**src/rtl/rst_seq_sync.sv**
```systemverilog
// Reset sequencer: synchronises the board reset into CLK, then releases NUM_RST
// active-low resets in order after a hold time, with a software re-sequence request.
module rst_seq_sync #(
    parameter int NUM_STAGES  = 2,
    parameter int NUM_RST     = 4,
    parameter int HOLD_CYCLES = 16,
    parameter int GAP_CYCLES  = 8
) (
    input  logic               CLK,
    input  logic               RST,
    input  logic               SW_RST_REQ,
    output logic [NUM_RST-1:0] SYNC_RST,
    output logic               RST_DONE
);

    localparam int CNT_MAX = (HOLD_CYCLES > GAP_CYCLES) ? HOLD_CYCLES : GAP_CYCLES;
    localparam int CW      = $clog2(CNT_MAX + 1);
    localparam int IW      = $clog2(NUM_RST + 1);

    localparam logic [CW-1:0] HOLD_LAST = CW'(HOLD_CYCLES - 1);
    localparam logic [CW-1:0] GAP_LAST  = CW'(GAP_CYCLES - 1);
    localparam logic [IW-1:0] LAST_IDX  = IW'(NUM_RST - 1);

    typedef enum logic [1:0] {
        ST_WAIT_SYNC = 2'd0,
        ST_HOLD      = 2'd1,
        ST_RELEASE   = 2'd2,
        ST_DONE      = 2'd3
    } state_t;

    logic [NUM_STAGES-1:0] sync_r;
    logic                  sync_n_s;
    state_t                state_r, state_s;
    logic [CW-1:0]         cnt_r, cnt_s;
    logic [IW-1:0]         idx_r, idx_s;
    logic [NUM_RST-1:0]    sync_rst_r, sync_rst_s;
    logic                  done_r, done_s;

    assign sync_n_s = sync_r[NUM_STAGES-1];

    // Reset synchroniser chain: asserts asynchronously, releases after NUM_STAGES edges.
    always_ff @(posedge CLK or negedge RST) begin
        if (!RST) begin
            sync_r <= {NUM_STAGES{1'b0}};
        end else begin
            sync_r <= {sync_r[NUM_STAGES-2:0], 1'b1};
        end
    end

    // Sequencer state, counter, index and registered outputs.
    always_ff @(posedge CLK or negedge RST) begin
        if (!RST) begin
            state_r    <= ST_WAIT_SYNC;
            cnt_r      <= {CW{1'b0}};
            idx_r      <= {IW{1'b0}};
            sync_rst_r <= {NUM_RST{1'b0}};
            done_r     <= 1'b0;
        end else begin
            state_r    <= state_s;
            cnt_r      <= cnt_s;
            idx_r      <= idx_s;
            sync_rst_r <= sync_rst_s;
            done_r     <= done_s;
        end
    end

    // Next-state logic; a software request always beats a release on the same edge.
    always_comb begin
        state_s    = state_r;
        cnt_s      = cnt_r;
        idx_s      = idx_r;
        sync_rst_s = sync_rst_r;
        done_s     = done_r;
        case (state_r)
            ST_WAIT_SYNC: begin
                sync_rst_s = {NUM_RST{1'b0}};
                done_s     = 1'b0;
                cnt_s      = {CW{1'b0}};
                idx_s      = {IW{1'b0}};
                if (sync_n_s) begin
                    state_s = ST_HOLD;
                end else begin
                    state_s = ST_WAIT_SYNC;
                end
            end
            ST_HOLD: begin
                sync_rst_s = {NUM_RST{1'b0}};
                done_s     = 1'b0;
                if (SW_RST_REQ) begin
                    cnt_s = {CW{1'b0}};
                end else if (cnt_r == HOLD_LAST) begin
                    sync_rst_s = NUM_RST'(1'b1);
                    idx_s      = IW'(1);
                    cnt_s      = {CW{1'b0}};
                    if (NUM_RST == 1) begin
                        state_s = ST_DONE;
                        done_s  = 1'b1;
                    end else begin
                        state_s = ST_RELEASE;
                    end
                end else begin
                    cnt_s = cnt_r + CW'(1);
                end
            end
            ST_RELEASE: begin
                if (SW_RST_REQ) begin
                    sync_rst_s = {NUM_RST{1'b0}};
                    done_s     = 1'b0;
                    cnt_s      = {CW{1'b0}};
                    idx_s      = {IW{1'b0}};
                    state_s    = ST_HOLD;
                end else if (cnt_r == GAP_LAST) begin
                    // Thermometer shift releases exactly bit idx_r.
                    sync_rst_s = (sync_rst_r << 1) | NUM_RST'(1'b1);
                    idx_s      = idx_r + IW'(1);
                    cnt_s      = {CW{1'b0}};
                    if (idx_r == LAST_IDX) begin
                        state_s = ST_DONE;
                        done_s  = 1'b1;
                    end else begin
                        state_s = ST_RELEASE;
                    end
                end else begin
                    cnt_s = cnt_r + CW'(1);
                end
            end
            ST_DONE: begin
                if (SW_RST_REQ) begin
                    sync_rst_s = {NUM_RST{1'b0}};
                    done_s     = 1'b0;
                    cnt_s      = {CW{1'b0}};
                    idx_s      = {IW{1'b0}};
                    state_s    = ST_HOLD;
                end else begin
                    sync_rst_s = {NUM_RST{1'b1}};
                    done_s     = 1'b1;
                end
            end
            default: begin
                state_s    = ST_WAIT_SYNC;
                cnt_s      = {CW{1'b0}};
                idx_s      = {IW{1'b0}};
                sync_rst_s = {NUM_RST{1'b0}};
                done_s     = 1'b0;
            end
        endcase
    end

    assign SYNC_RST = sync_rst_r;
    assign RST_DONE = done_r;

endmodule
```
**config.mk**
```make
export PLATFORM = sky130hd
export DESIGN_NAME = rst_seq_sync
export DESIGN_NICKNAME = d
export VERILOG_FILES = /design/src/rtl/rst_seq_sync.sv
export SDC_FILE = /design/constraint.sdc
export NUM_CORES = 1
export LEC_CHECK = 0
export ABC_AREA = 0
export CAP_MARGIN = 20
export CORE_MARGIN = 2
export CORE_UTILIZATION = 28
export DETAILED_ROUTE_END_ITERATION = 10
export SLEW_MARGIN = 25
export SYNTH_ARGS = -nofsm -noshare
export SYNTH_HDL_FRONTEND = slang
export SYNTH_SLANG_ARGS = --single-unit
```
**constraint.sdc**
```tcl
create_clock -name CLK -period 5.15 [get_ports CLK]
set_input_delay 1.03 -clock CLK [delete_from_list [all_inputs] [get_ports CLK]]
set_output_delay 1.03 -clock CLK [all_outputs]
set_load 0.1 [all_outputs]
```
==> flow_summary_export.csv, run 1 <==
group,metric,value,unit
critical_path,crit_fanout,3,
hold_path,hold_path.class,"register to register",
global_route,grt-ovfl-total,0,
routing,dr.first_iter.drc_count,25,
placed_design,place_congestion,0.749,
routing,viasPerCell,4.78,
routing,drc,0,
critical_path,endpoint_kind,"primary output",
global_route,grt_max_degree,18,
routing,ant_nets,0,
critical_path,critPathMaxStageDelay,1.15,ns
timing,finalCritPeriodShare,55.2,%
global_route,antenna_found_initial,0,
cells_and_area,multi_input_area,554,µm²
clock_tree,cts-hold-fix-buffers,0,
clock_tree,htreeDepth,1,
placed_design,post-place-ws,2.43,ns
critical_path,critPathBufInv,1,
synth,synth_area_per_cell,9.81,µm²
synth,yosysWarnings,0,
cells_and_area,seq_area,425,µm²
synth,synth_fp_nets,117,
routing,drt-wirelength-per-cell,12.1,µm
critical_path,critPathTopFamily,"buffers and inverters",
floorplan,num_rows,22,
global_route,grt_pass1_wl,3350,µm
floorplan,ios,8,
clock_tree,cts_buffers,3,
timing,slew_viol_final,0,
global_route,grt_use_total,10.6,%
synth,synth_seq_cells,17,
timing,tightest_slew,0.963,ns
pwr,total_power,467,µW
routing,wl,1950,µm
critical_path,crit_path_start_kind,"register",
timing,setup_slack,2.31,ns
clock_tree,cts_resized,0,
timing,fin_crit,2.84,ns
floorplan,initial_core_util,28.6,%
timing,rsz0062_at_grt,"false",
pwr,p_per_area,396,nW/µm²
synth,async_flop_share,100,%
floorplan,die_h,64.6,µm
clock_tree,cts_setup_buffers,0,
routing,num_vias,770,
outcome,outcome,"complete, no violations",
synth,synthCells,105,
synth,synth_top_area_share,41.3,%
clock_tree,clk_pin_slew,0.07,ns
floorplan,core,3610,µm²
timing,clock.fmax,352,MHz
timing,slew_headroom,35.6,%
synth,synth_top_flop_cell,"dfrtp_1",
timing,fin_tns_setup,0,ns
clock_tree,cts.sinks,17,
synth,yosysUniqueCellTypes,33,
placed_design,dp_hpwl,1480,µm
clock_tree,cts_buffer_depth,2,
global_route,grt_pass1_vias,768,
synth,synth_area_leaders,"dfrtp_1, ha_1, nand2_1",
timing,fin_skew,0.00494,ns
cells_and_area,layout.nets,126,
synth,yosysTopAreaCell,"dfrtp_1",
synth,ys_seq_area_share,41.3,%
clock_tree,cts_tree,"yes",
cells_and_area,layout-drive-gt1-share,7.08,%
timing,final_hold_viol_count,0,
routing,drt_pre_antenna_iters,4,
critical_path,worst-setup-path-type,"register to primary output",
synth,syn_area,1030,µm²
placed_design,port_buffers,7,
critical_path,required,4.12,ns
timing,setup_violations,0,
clock_tree,root_buffer,"clkbuf_8",
pwr,p_leak,0.497,nW
floorplan,die_w,64.6,µm
cells_and_area,antenna_cells,0,
critical_path,critPathSlowestCell,"clkdlybuf4s50_1",
run,max_cap_viol_count,0,
cells_and_area,nFillCells,393,
floorplan,dieArea,4180,µm²
pwr,vdd_drop_max,0.0000947,V
critical_path,crit_chain,"clkdlybuf4s50_1",
cells_and_area,syn2layout_area_growth,14.5,%
clock_tree,clock_latency,0.26,ns
synth,synth_edf_count,0,
critical_path,worstPathArrival,1.81,ns
==> through the flow <==
stage	hold WS, ns	util [%]	instance area (µm²)	std cells
final	0.350	32.7	1180	161
after global placement	0.334	31.4	1130	157
after floorplan	0.331	-	1030	105
after global routing	0.361	32.7	1180	161
after detailed placement	0.337	31.4	1130	157
after CTS	0.353	32.7	1180	161
==> kinds of logic (layout without fill, tap and decap cells) <==
| group | after synthesis | after routing | synth area share, % |
|---|---|---|---|
| and+or+nand+nor | 36 | 36 | 19.7 |
| muxes | 1 | 1 | 0.972 |
| AOI/OAI and AO/OA | 32 | 32 | 21.9 |
| other | 1 | 1 | 0.364 |
| adders and majority gates | 9 | 9 | 10.9 |
| buffers and inverters | 9 | 17 | 4.86 |
| DFF | 17 | 17 | 41.3 |
==> sequential cells by signal (all words and copies together) (netlist names) <==
| signal | flops |
|---|---|
| cnt_r | 5 |
| state_r | 2 |
| idx_r | 3 |
| RST_DONE | 1 |
| SYNC_RST | 4 |
| sync_r | 2 |
==> Yosys cell counts (3+ instances only) <==
master,n
a21oi_1,8
a2bb2oi_1,4
dfrtp_1,17
ha_1,9
inv_1,6
nand2_1,14
nand2b_1,4
nand3_1,3
nor2_1,3
nor2b_1,3
o21ai_0,7
==> path summary, 6_finish.rpt <==
kind	end	startpoint	cells after the start	slack, ns
min in group asynchronous	SYNC_RST[0]$_DFFE_PN0P_	RST	1	1.21
hold reg to reg	sync_r[1]$_DFF_PN0_	sync_r[0]$_DFF_PN0_	0	0.35
setup reg to reg	idx_r[1]$_DFFE_PN0P_	cnt_r[0]$_DFFE_PN0P_	7	3.17
max in group asynchronous	cnt_r[1]$_DFFE_PN0P_	RST	1	3.46
setup / recovery	SYNC_RST[0]	SYNC_RST[0]$_DFFE_PN0P_	1	2.31
hold / removal	sync_r[1]$_DFF_PN0_	sync_r[0]$_DFF_PN0_	0	0.35
==> layer usage <==
layer	up-vias	wire [µm]	track usage (%)
li1	390	-	-
met1	366	884	12.1
met2	11	958	18.4
met3	3	74	3.13
met4	0	30	4.79
met5	-	0	0
==> final cells by class <==
type	instances	area share, %
flip-flops and latches	17	36.1
inverters	6	1.91
clock inverters	1	0.425
repair buffers	7	5.94
multi-input cells	79	47.0
clock buffers	3	3.50
well taps	48	5.10
==> report_power, final <==
group / leakage, nW / total (mW) / internal, mW / switching [mW]
combinational: 0.243 / 0.194 / 0.0671 / 0.127
clock: 0.0255 / 0.103 / 0.0538 / 0.0497
sequential: 0.229 / 0.169 / 0.152 / 0.0170
total: 0.497 / 0.467 / 0.273 / 0.194
==> cells in the final DEF (no fill, tap or decap), types with 2 or more instances in the layout <==
cell type	netlist	routed
nand2b_1	4	4
a21oi_1	8	8
inv_1	6	6
nor2_1	3	3
nor3_1	2	2
a21o_1	2	2
nand3_1	3	3
a2bb2oi_1	4	4
clkbuf_8	0	3
nor2b_1	3	3
o22ai_1	2	2
dfrtp_1	17	17
ha_1	9	9
o21ai_0	7	7
nand2_1	14	14
o21ai_1	2	2
clkdlybuf4s50_1	0	7
(Power assumes the default switching activity.)
==> inputs of run 2 (changes only) <==
clock period = 2.5 ns   (was 5.15 ns; I/O delays follow)
==> run 2 against run 1 <==
Setup slack lost 1.8 ns. First-iteration DRC count up 40%. Critical path depth is 6 higher. Sequential power is 110% higher. Clock-buffer cell count is the same. Clock power increased by 110%. Die area unchanged. Total power rose by 110%. Final area decreased by 1.1%. Global-route usage rose by 0.36 points. Register-to-register slack worse by 2.7 ns. Routed wire length increased by 1.1%. Critical endpoint is now idx_r[1]$_DFFE_PN0P_.
==> flow_summary_export.csv, run 2 (synthesized netlist as in run 1, its figures left out) <==
group,metric,value,unit
cells_and_area,largest_reg_flops,5,
clock_tree,cts.sinks,17,
cells_and_area,largest_register,"cnt_r",
clock_tree,cts_buffer_depth,2,
floorplan,die_h,64.6,µm
outcome,outcome,"complete, no violations",
global_route,grt_use_total,11.0,%
critical_path,crit_path_start_kind,"register",
timing,fin_skew,0.00489,ns
routing,wl_met2,935,µm
routing,top_layer_used,"met4",
timing,tightest_slew,0.759,ns
pwr,p_leak,0.507,nW
critical_path,worstPathArrival,2.14,ns
timing,fin_crit,1.99,ns
global_route,grt_pass1_wl,3460,µm
critical_path,crit_chain,"ha_1 > nand3_1 > inv_1 > ha_1 > nand2b_1 > a221o_1 > a32o_1",
critical_path,cp-startpoint,"cnt_r[0]$_DFFE_PN0P_",
clock_tree,clock_latency,0.26,ns
global_route,grt_max_degree,18,
critical_path,worst-setup-path-type,"register to register",
cells_and_area,multi_input_area,554,µm²
critical_path,rr_startpoint,"cnt_r[0]$_DFFE_PN0P_",
critical_path,endpoint_kind,"register",
critical_path,critPathMaxStageDelay,0.46,ns
routing,ant_nets,0,
routing,met1_length,925,µm
cells_and_area,seq_area,425,µm²
critical_path,crit_fanout,6,
timing,setup_violations,0,
clock_tree,cts-hold-fix-buffers,0,
global_route,grt-ovfl-total,0,
cells_and_area,design_area,1170,µm²
cells_and_area,layout_common_cells,"dfrtp_1, nand2_1, ha_1",
pwr,vdd_drop_max,0.000184,V
cells_and_area,layout_commonest_cell,"dfrtp_1",
critical_path,cp-endpoint,"idx_r[1]$_DFFE_PN0P_",
floorplan,dieArea,4180,µm²
timing,rsz0062_at_grt,"false",
floorplan,num_rows,22,
critical_path,rr_endpoint,"idx_r[1]$_DFFE_PN0P_",
clock_tree,cts_resized,0,
global_route,grt_pass1_vias,800,
critical_path,r2r_cells,7,
placed_design,port_buffers,7,
routing,wl,1970,µm
routing,drt_pre_antenna_iters,4,
cells_and_area,utilization,32.3,%
clock_tree,clk_pin_slew,0.07,ns
clock_tree,cts_setup_buffers,0,
cells_and_area,syn2layout_area_growth,13.2,%
run,max_cap_viol_count,0,
routing,viasPerCell,4.94,
cells_and_area,fin_cells,161,
clock_tree,htreeDepth,1,
routing,route.met3.wl,66,µm
clock_tree,root_buffer,"clkbuf_8",
placed_design,dp_hpwl,1450,µm
routing,drt-wirelength-per-cell,12.2,µm
placed_design,placed_area,1120,µm²
timing,setup_slack,0.505,ns
routing,dr.first_iter.drc_count,35,
floorplan,initial_core_util,28.6,%
pwr,total_power,963,µW
hold_path,min_path_cells,0,
placed_design,dpl.cell_count,157,
global_route,antenna_found_initial,0,
timing,clock.fmax,501,MHz
pwr,p_per_area,826,nW/µm²
timing,finalCritPeriodShare,79.8,%
cells_and_area,antenna_cells,0,
floorplan,ios,8,
cells_and_area,layout.nets,126,
critical_path,rrSetupSlack,0.51,ns
timing,fin_tns_setup,0,ns
timing,slew_viol_final,0,
critical_path,critPathSlowestCell,"a221o_1",
clock_tree,cts_tree,"yes",
routing,num_vias,796,
floorplan,core,3610,µm²
cells_and_area,nFillCells,378,
critical_path,crit_top_cell,"ha_1",
timing,final_hold_viol_count,0,
timing,slew_headroom,49.3,%
routing,drc,0,
floorplan,die_w,64.6,µm
timing,fin_hold_ws,0.349,ns
hold_path,hold_path.class,"register to register",
critical_path,required,2.65,ns
clock_tree,cts_buffers,3,
cells_and_area,layout-drive-gt1-share,11.5,%
placed_design,post-place-ws,0.312,ns
placed_design,place_congestion,0.727,
## run 2: per-layer routing
layer  track usage (%)  vias up
li1                  -      390
met3              3.65        5
met1              12.6      390
met2              18.2       11
met4              5.59        0
met5                 0        -
## run 2: critical path, delay by kind of cell (launching register included)
family,cells,cell delay (ns)
simple gates,2,0.28
buf+inv,1,0.08
fa+ha+maj,2,0.45
flops,1,0.39
compound gates,2,0.69
## run 2: how the worst min path moves through the flow
stage / slack [ns] / to / startpoint
global route: 0.36 / sync_r[1]$_DFF_PN0_ / sync_r[0]$_DFF_PN0_
finish: 0.35 / sync_r[1]$_DFF_PN0_ / sync_r[0]$_DFF_PN0_
detailed placement: 0.34 / sync_r[1]$_DFF_PN0_ / sync_r[0]$_DFF_PN0_
global placement: 0.33 / sync_r[1]$_DFF_PN0_ / sync_r[0]$_DFF_PN0_
CTS: 0.35 / sync_r[1]$_DFF_PN0_ / sync_r[0]$_DFF_PN0_
floorplan: 0.20 / RST_DONE$_DFFE_PN0P_ / RST
## run 2: power breakdown
group | switching [mW] | internal, mW | total, mW
combinational | 0.264 | 0.135 | 0.399
sequential | 0.0355 | 0.314 | 0.349
clock | 0.104 | 0.111 | 0.215
## run 2: final cells by class
cell class / instances / area share, %
clock buffer: 3 / 3.54
clock inverter: 1 / 0.429
inverter: 6 / 1.93
multi-input combinational: 79 / 47.5
sequential: 17 / 36.5
tap: 48 / 5.15
timing repair buffer: 7 / 4.94
